File: config.mk
export PLATFORM = sky130hd
export DESIGN_NAME = axis_threshold_bank_flat
export DESIGN_NICKNAME = d
export VERILOG_FILES = /design/src/rtl/axis_threshold_bank_if.sv /design/src/rtl/axis_threshold_bank.sv /design/src/flat_wrapper.sv
export SDC_FILE = /design/constraint.sdc
export NUM_CORES = 1
export LEC_CHECK = 0
export ABC_AREA = 1
export BUFFER_PORTS_ARGS = -buffer_cell sky130_fd_sc_hd__buf_2
export CAP_MARGIN = 5
export CORE_ASPECT_RATIO = 2
export CORE_MARGIN = 10
export CORE_UTILIZATION = 40
export CTS_CLUSTER_SIZE = 16
export DETAILED_ROUTE_END_ITERATION = 6
export PLACE_DENSITY_LB_ADDON = 0.1
export SLEW_MARGIN = 20
export SYNTH_ARGS = -nofsm -noshare
export SYNTH_HDL_FRONTEND = slang
export SYNTH_SLANG_ARGS = --single-unit
File: constraint.sdc
create_clock -name clk -period 5.2 [get_ports clk]
set_clock_uncertainty 0.15 [all_clocks]
set_input_delay 0 -clock clk [delete_from_list [all_inputs] [get_ports clk]]
set_output_delay 0 -clock clk [all_outputs]
set_load 0.02 [all_outputs]
File: src/rtl/axis_threshold_bank_if.sv
// AXI4-Stream beat bundle carrying threshold words into axis_threshold_bank.
interface axis_threshold_bank_if #(
  parameter int unsigned DATA_W = 32
);
  logic              tvalid;
  logic              tready;
  logic [DATA_W-1:0] tdata;
  logic              tlast;

  modport master (output tvalid, output tdata, output tlast, input tready);
  modport slave  (input tvalid, input tdata, input tlast, output tready);
endinterface

File: src/rtl/axis_threshold_bank.sv
// Captures one NUM_CH-word AXIS frame into a shadow bank and commits it atomically to thr_out.
// Optional feature: define THR_CLAMP_EN to clamp each captured word to THR_MAX.
module axis_threshold_bank #(
  parameter int unsigned       NUM_CH   = 4,
  parameter int unsigned       DATA_W   = 32,
  parameter int unsigned       THR_W    = 16,
  parameter logic [THR_W-1:0]  THR_INIT = '0,
  parameter logic [THR_W-1:0]  THR_MAX  = THR_W'(16'h7FFF)
) (
  input  logic                      clk,
  input  logic                      rst,
  axis_threshold_bank_if.slave      s_axis,
  output logic [NUM_CH*THR_W-1:0]   thr_out,
  output logic                      thr_update,
  output logic                      frame_err,
  output logic [7:0]                commit_cnt
);

  localparam int unsigned CNT_W = $clog2(NUM_CH);
  localparam logic [CNT_W-1:0] LAST_IDX = CNT_W'(NUM_CH - 1);

  typedef enum logic [1:0] {IDLE, LOAD, DRAIN, COMMIT} state_t;

  state_t                    state;
  logic [CNT_W-1:0]          count;
  logic [NUM_CH*THR_W-1:0]   shadow;
  logic                      tready_q;
  logic                      commit_pend;
  logic                      beat_c;
  logic [THR_W-1:0]          word_c;
  logic                      unused_ok_c;

  assign s_axis.tready = tready_q;
  assign beat_c        = s_axis.tvalid && tready_q;
  assign unused_ok_c   = ^{s_axis.tdata, THR_MAX};

  // Incoming word as stored in the shadow bank
`ifdef THR_CLAMP_EN
  assign word_c = (s_axis.tdata[THR_W-1:0] > THR_MAX) ? THR_MAX : s_axis.tdata[THR_W-1:0];
`else
  assign word_c = s_axis.tdata[THR_W-1:0];
`endif

  always_ff @(posedge clk or posedge rst) begin
    if (rst) begin
      state       <= IDLE;
      count       <= '0;
      shadow      <= '0;
      tready_q    <= 1'b1;
      commit_pend <= 1'b0;
      thr_out     <= {NUM_CH{THR_INIT}};
      thr_update  <= 1'b0;
      frame_err   <= 1'b0;
      commit_cnt  <= 8'd0;
    end else begin
      thr_update  <= 1'b0;
      frame_err   <= 1'b0;
      tready_q    <= 1'b1;
      commit_pend <= 1'b0;

      // Publish one cycle after COMMIT so the whole bank lands on a single edge
      if (commit_pend) begin
        thr_out    <= shadow;
        thr_update <= 1'b1;
        commit_cnt <= commit_cnt + 8'd1;
      end

      unique case (state)
        IDLE: begin
          if (beat_c) begin
            shadow[0 +: THR_W] <= word_c;
            if (s_axis.tlast) begin
              frame_err <= 1'b1;
            end else begin
              state <= LOAD;
              count <= CNT_W'(1);
            end
          end
        end
        LOAD: begin
          if (beat_c) begin
            for (int k = 1; k < int'(NUM_CH); k++) begin
              if (count == CNT_W'(k)) shadow[k*THR_W +: THR_W] <= word_c;
            end
            if (s_axis.tlast) begin
              count <= '0;
              if (count == LAST_IDX) begin
                state    <= COMMIT;
                tready_q <= 1'b0;
              end else begin
                state     <= IDLE;
                frame_err <= 1'b1;
              end
            end else if (count == LAST_IDX) begin
              state <= DRAIN;
              count <= '0;
            end else begin
              count <= count + CNT_W'(1);
            end
          end
        end
        DRAIN: begin
          if (beat_c && s_axis.tlast) begin
            state     <= IDLE;
            frame_err <= 1'b1;
          end
        end
        COMMIT: begin
          state       <= IDLE;
          commit_pend <= 1'b1;
        end
        default: state <= IDLE;
      endcase
    end
  end

endmodule
File: src/flat_wrapper.sv
// flat-port wrapper written by rule: the top's interface ports become plain ports
module axis_threshold_bank_flat 
#(
  parameter int unsigned       NUM_CH   = 4,
  parameter int unsigned       DATA_W   = 32,
  parameter int unsigned       THR_W    = 16,
  parameter logic [THR_W-1:0]  THR_INIT = '0,
  parameter logic [THR_W-1:0]  THR_MAX  = THR_W'(16'h7FFF)
)
  (clk, rst, thr_out, thr_update, frame_err, commit_cnt, s_axis_tvalid, s_axis_tdata, s_axis_tlast, s_axis_tready);
  axis_threshold_bank_if #(.DATA_W(DATA_W)) s_axis_i ();
  input  logic clk;
  input  logic rst;
  output logic [NUM_CH*THR_W-1:0] thr_out;
  output logic thr_update;
  output logic frame_err;
  output logic [7:0] commit_cnt;
  input wire logic [$bits(s_axis_i.tvalid)-1:0] s_axis_tvalid;
  input wire logic [$bits(s_axis_i.tdata)-1:0] s_axis_tdata;
  input wire logic [$bits(s_axis_i.tlast)-1:0] s_axis_tlast;
  output wire logic [$bits(s_axis_i.tready)-1:0] s_axis_tready;
  assign s_axis_i.tvalid = s_axis_tvalid;
  assign s_axis_i.tdata = s_axis_tdata;
  assign s_axis_i.tlast = s_axis_tlast;
  assign s_axis_tready = s_axis_i.tready;
  axis_threshold_bank #(.NUM_CH(NUM_CH), .DATA_W(DATA_W), .THR_W(THR_W), .THR_INIT(THR_INIT), .THR_MAX(THR_MAX)) u_core (.clk(clk), .rst(rst), .s_axis(s_axis_i), .thr_out(thr_out), .thr_update(thr_update), .frame_err(frame_err), .commit_cnt(commit_cnt));
endmodule
==> results.sh <==
export IMPL_synth_warnings=0
export IMPL_worst_slack_ps=2930
export IMPL_wl_microns=14000
export IMPL_port_buffers=94
export IMPL_r2r_cells=3
export IMPL_synth_area_sq_um=5950
export IMPL_fmax_ghz=0.441
export IMPL_fin_util=0.494
export IMPL_endpoint_kind="flop"
export IMPL_wl_per_cell_microns=15.5
export IMPL_yosysSeqAreaShare=0.606
export IMPL_start_kind="flop"
export IMPL_seq_area_sq_um=3610
export IMPL_dominantRegCellSynth="dfrtp_1"
export IMPL_async_flop_share=1.00
export IMPL_ctsResizeCount=0
export IMPL_ys_ff_latch=144
export IMPL_drt_vias_per_instance=4.60
export IMPL_postSynthAreaPerCell_sq_um=10.1
export IMPL_pre_cts_ws_ps=3070
export IMPL_leakagePower_nw=3.96
export IMPL_synth_cells=592
export IMPL_crit_start="u_core.commit_pend"
export IMPL_rows=63
export IMPL_ys_types=25
export IMPL_arrival_ps=2420
export IMPL_syn2layout_area_growth_pct=22.3
export IMPL_syn_num_nets=632
export IMPL_r2r_start="u_core.commit_pend"
export IMPL_clock_latency_ps=420
export IMPL_drt_initial_drc_count=153
export IMPL_final_nets=739
export IMPL_cts_sinks=144
export IMPL_period_needed_ps=2270
export IMPL_clockBufferDepth=2
export IMPL_setup_worst_path_end="u_core.thr_out[32]"
export IMPL_maxSlewViolCount=0
export IMPL_final_common_cell="nand2_1"
export IMPL_dieWidth_microns=106
export IMPL_dpl_hpwl_microns=9560
export IMPL_path_max_fanout=65
export IMPL_synth_edf_count=0
export IMPL_grt_max_degree=109
export IMPL_path_clk_slew_ps=60
export IMPL_maxCapViolations=0
export IMPL_grt_ovfl_total=0
export IMPL_io_pins=111
export IMPL_multi_input_area_sq_um=1990
export IMPL_setup_violations=0
export IMPL_grt_usage=0.142
export IMPL_powerDensity_nw_per_um2=590
export IMPL_rsz0062_at_grt="no"
export IMPL_drtPass1Iterations=7
export IMPL_worst_slew_pin_slew_ps=972
export IMPL_cts_htree_levels=4
export IMPL_core_area_sq_um=14700
export IMPL_hold_viol=0
export IMPL_grt_antenna_before_repair=0
export IMPL_post_route_period_util=0.436
export IMPL_drive_above_1_share=0.336
export IMPL_grt_pass1_wl_microns=22700
export IMPL_dieArea_sq_um=20500
export IMPL_gp_congestion=0.780
export IMPL_ir_worst_vdd_v=0.000276
export IMPL_dp_cells=855
export IMPL_cts_tree="yes"
export IMPL_cts_root_buf="clkbuf_16"
export IMPL_slew_headroom=0.352
export IMPL_rrSetupSlack_ps=2930
export IMPL_crit_type="reg -> reg"
export IMPL_grt_pass1_vias=4374
export IMPL_postRouteAntennaNets=0
export IMPL_tns_ps=0
export IMPL_final_cell_mix="nand2_1, dfrtp_1, buf_2"
export IMPL_vias=4169
export IMPL_nFillCells=1429
export IMPL_numCtsBuffers=17
export IMPL_r2r_end="u_core.thr_out[32]"
export IMPL_worstPathRequired_ps=5350
export IMPL_die_h_microns=193
export IMPL_fin_cells=906
export IMPL_hold_path_class="in -> async"
export IMPL_status="finished, final reports clean"
export IMPL_n_antenna_cell=0
export IMPL_start_util=0.404
export IMPL_drc_errors=0
export IMPL_power_mw=4.30
## final cells by class
type / count / area share
flip-flops and latches: 144 / 0.495
multi-input cells: 387 / 0.274
repair buffers: 116 / 0.0941
clock buffers: 18 / 0.0589
well taps: 195 / 0.0335
clock inverters: 13 / 0.0258
inverters: 33 / 0.0189
## what timing repair did
item                                   4_1_cts  5_1_grt
endpoints found under the hold margin      177        0
hold buffers                                20        0
buffers inserted                             0        0
## flip-flops by register name (all words and copies together) (netlist names)
| register | flops |
|---|---|
| u_core.s_axis.tready | 1 |
| u_core.state | 2 |
| u_core.commit_pend | 1 |
| u_core.shadow | 64 |
| u_core.commit_cnt | 8 |
| u_core.thr_out | 64 |
| u_core.frame_err | 1 |
| u_core.count | 2 |
| u_core.thr_update | 1 |
## power breakdown
group          switching (mW)  internal [mW]
clock                   0.472          0.802
sequential              0.267           1.54
combinational           0.766          0.449
total                    1.51           2.79
## metal layers
metal / up-vias / GRT usage / wire (microns)
met1: 2004 / 0.149 / 5480
met2: 83 / 0.258 / 7650
li1: 2064 / - / -
met4: 0 / 0.0675 / 388
met5: - / 0 / 0
met3: 18 / 0.0358 / 519
## metrics by stage
stage	instance area [sq um]	hold WS, ps
finish	7280	200
global route	7280	311
CTS	7280	248
detailed placement	6460	86.1
global placement	6460	90.2
floorplan	5950	-56.5
## how the worst min path moves through the flow
stage	from	to	slack [ps]	cells after the start
after global routing	rst	u_core.shadow[7]	310	3
after CTS	rst	u_core.shadow[13]	250	3
final	rst	u_core.thr_out[14]	200	3
after global placement	s_axis_tlast	u_core.s_axis.tready	90	2
after floorplan	s_axis_tlast	u_core.s_axis.tready	-60	1
after detailed placement	s_axis_tlast	u_core.s_axis.tready	90	2
## cell usage after synthesis, types with 4 or more instances
master | count | area share
buf_2 | 8 | 0.0067
nand3_1 | 10 | 0.0084
inv_1 | 29 | 0.018
nand2_1 | 244 | 0.15
dfrtp_1 | 143 | 0.60
buf_6 | 11 | 0.021
o21ai_1 | 6 | 0.0050
xor2_1 | 4 | 0.0059
buf_4 | 7 | 0.0088
ha_1 | 4 | 0.0084
nand2_2 | 42 | 0.044
nor2_1 | 6 | 0.0038
o21ai_2 | 58 | 0.085
## worst max-delay path, stage by stage, from the launching register on
cell      delay (ps)
dfrtp_2          720
clkinv_2         910
nand2_1          280
nand2_1           70
## logic make-up (layout without fill, tap and decap cells)
kind of cell	count (synthesis)	count (layout)	synth area share
simple gates	311	311	0.226
xor+xnor	5	5	0.00736
fa+ha+maj	4	4	0.00841
compound gates	67	67	0.0929
buf+inv	61	180	0.0597
flops	144	144	0.606
No activity file was read; power rests on OpenSTA's default activity.
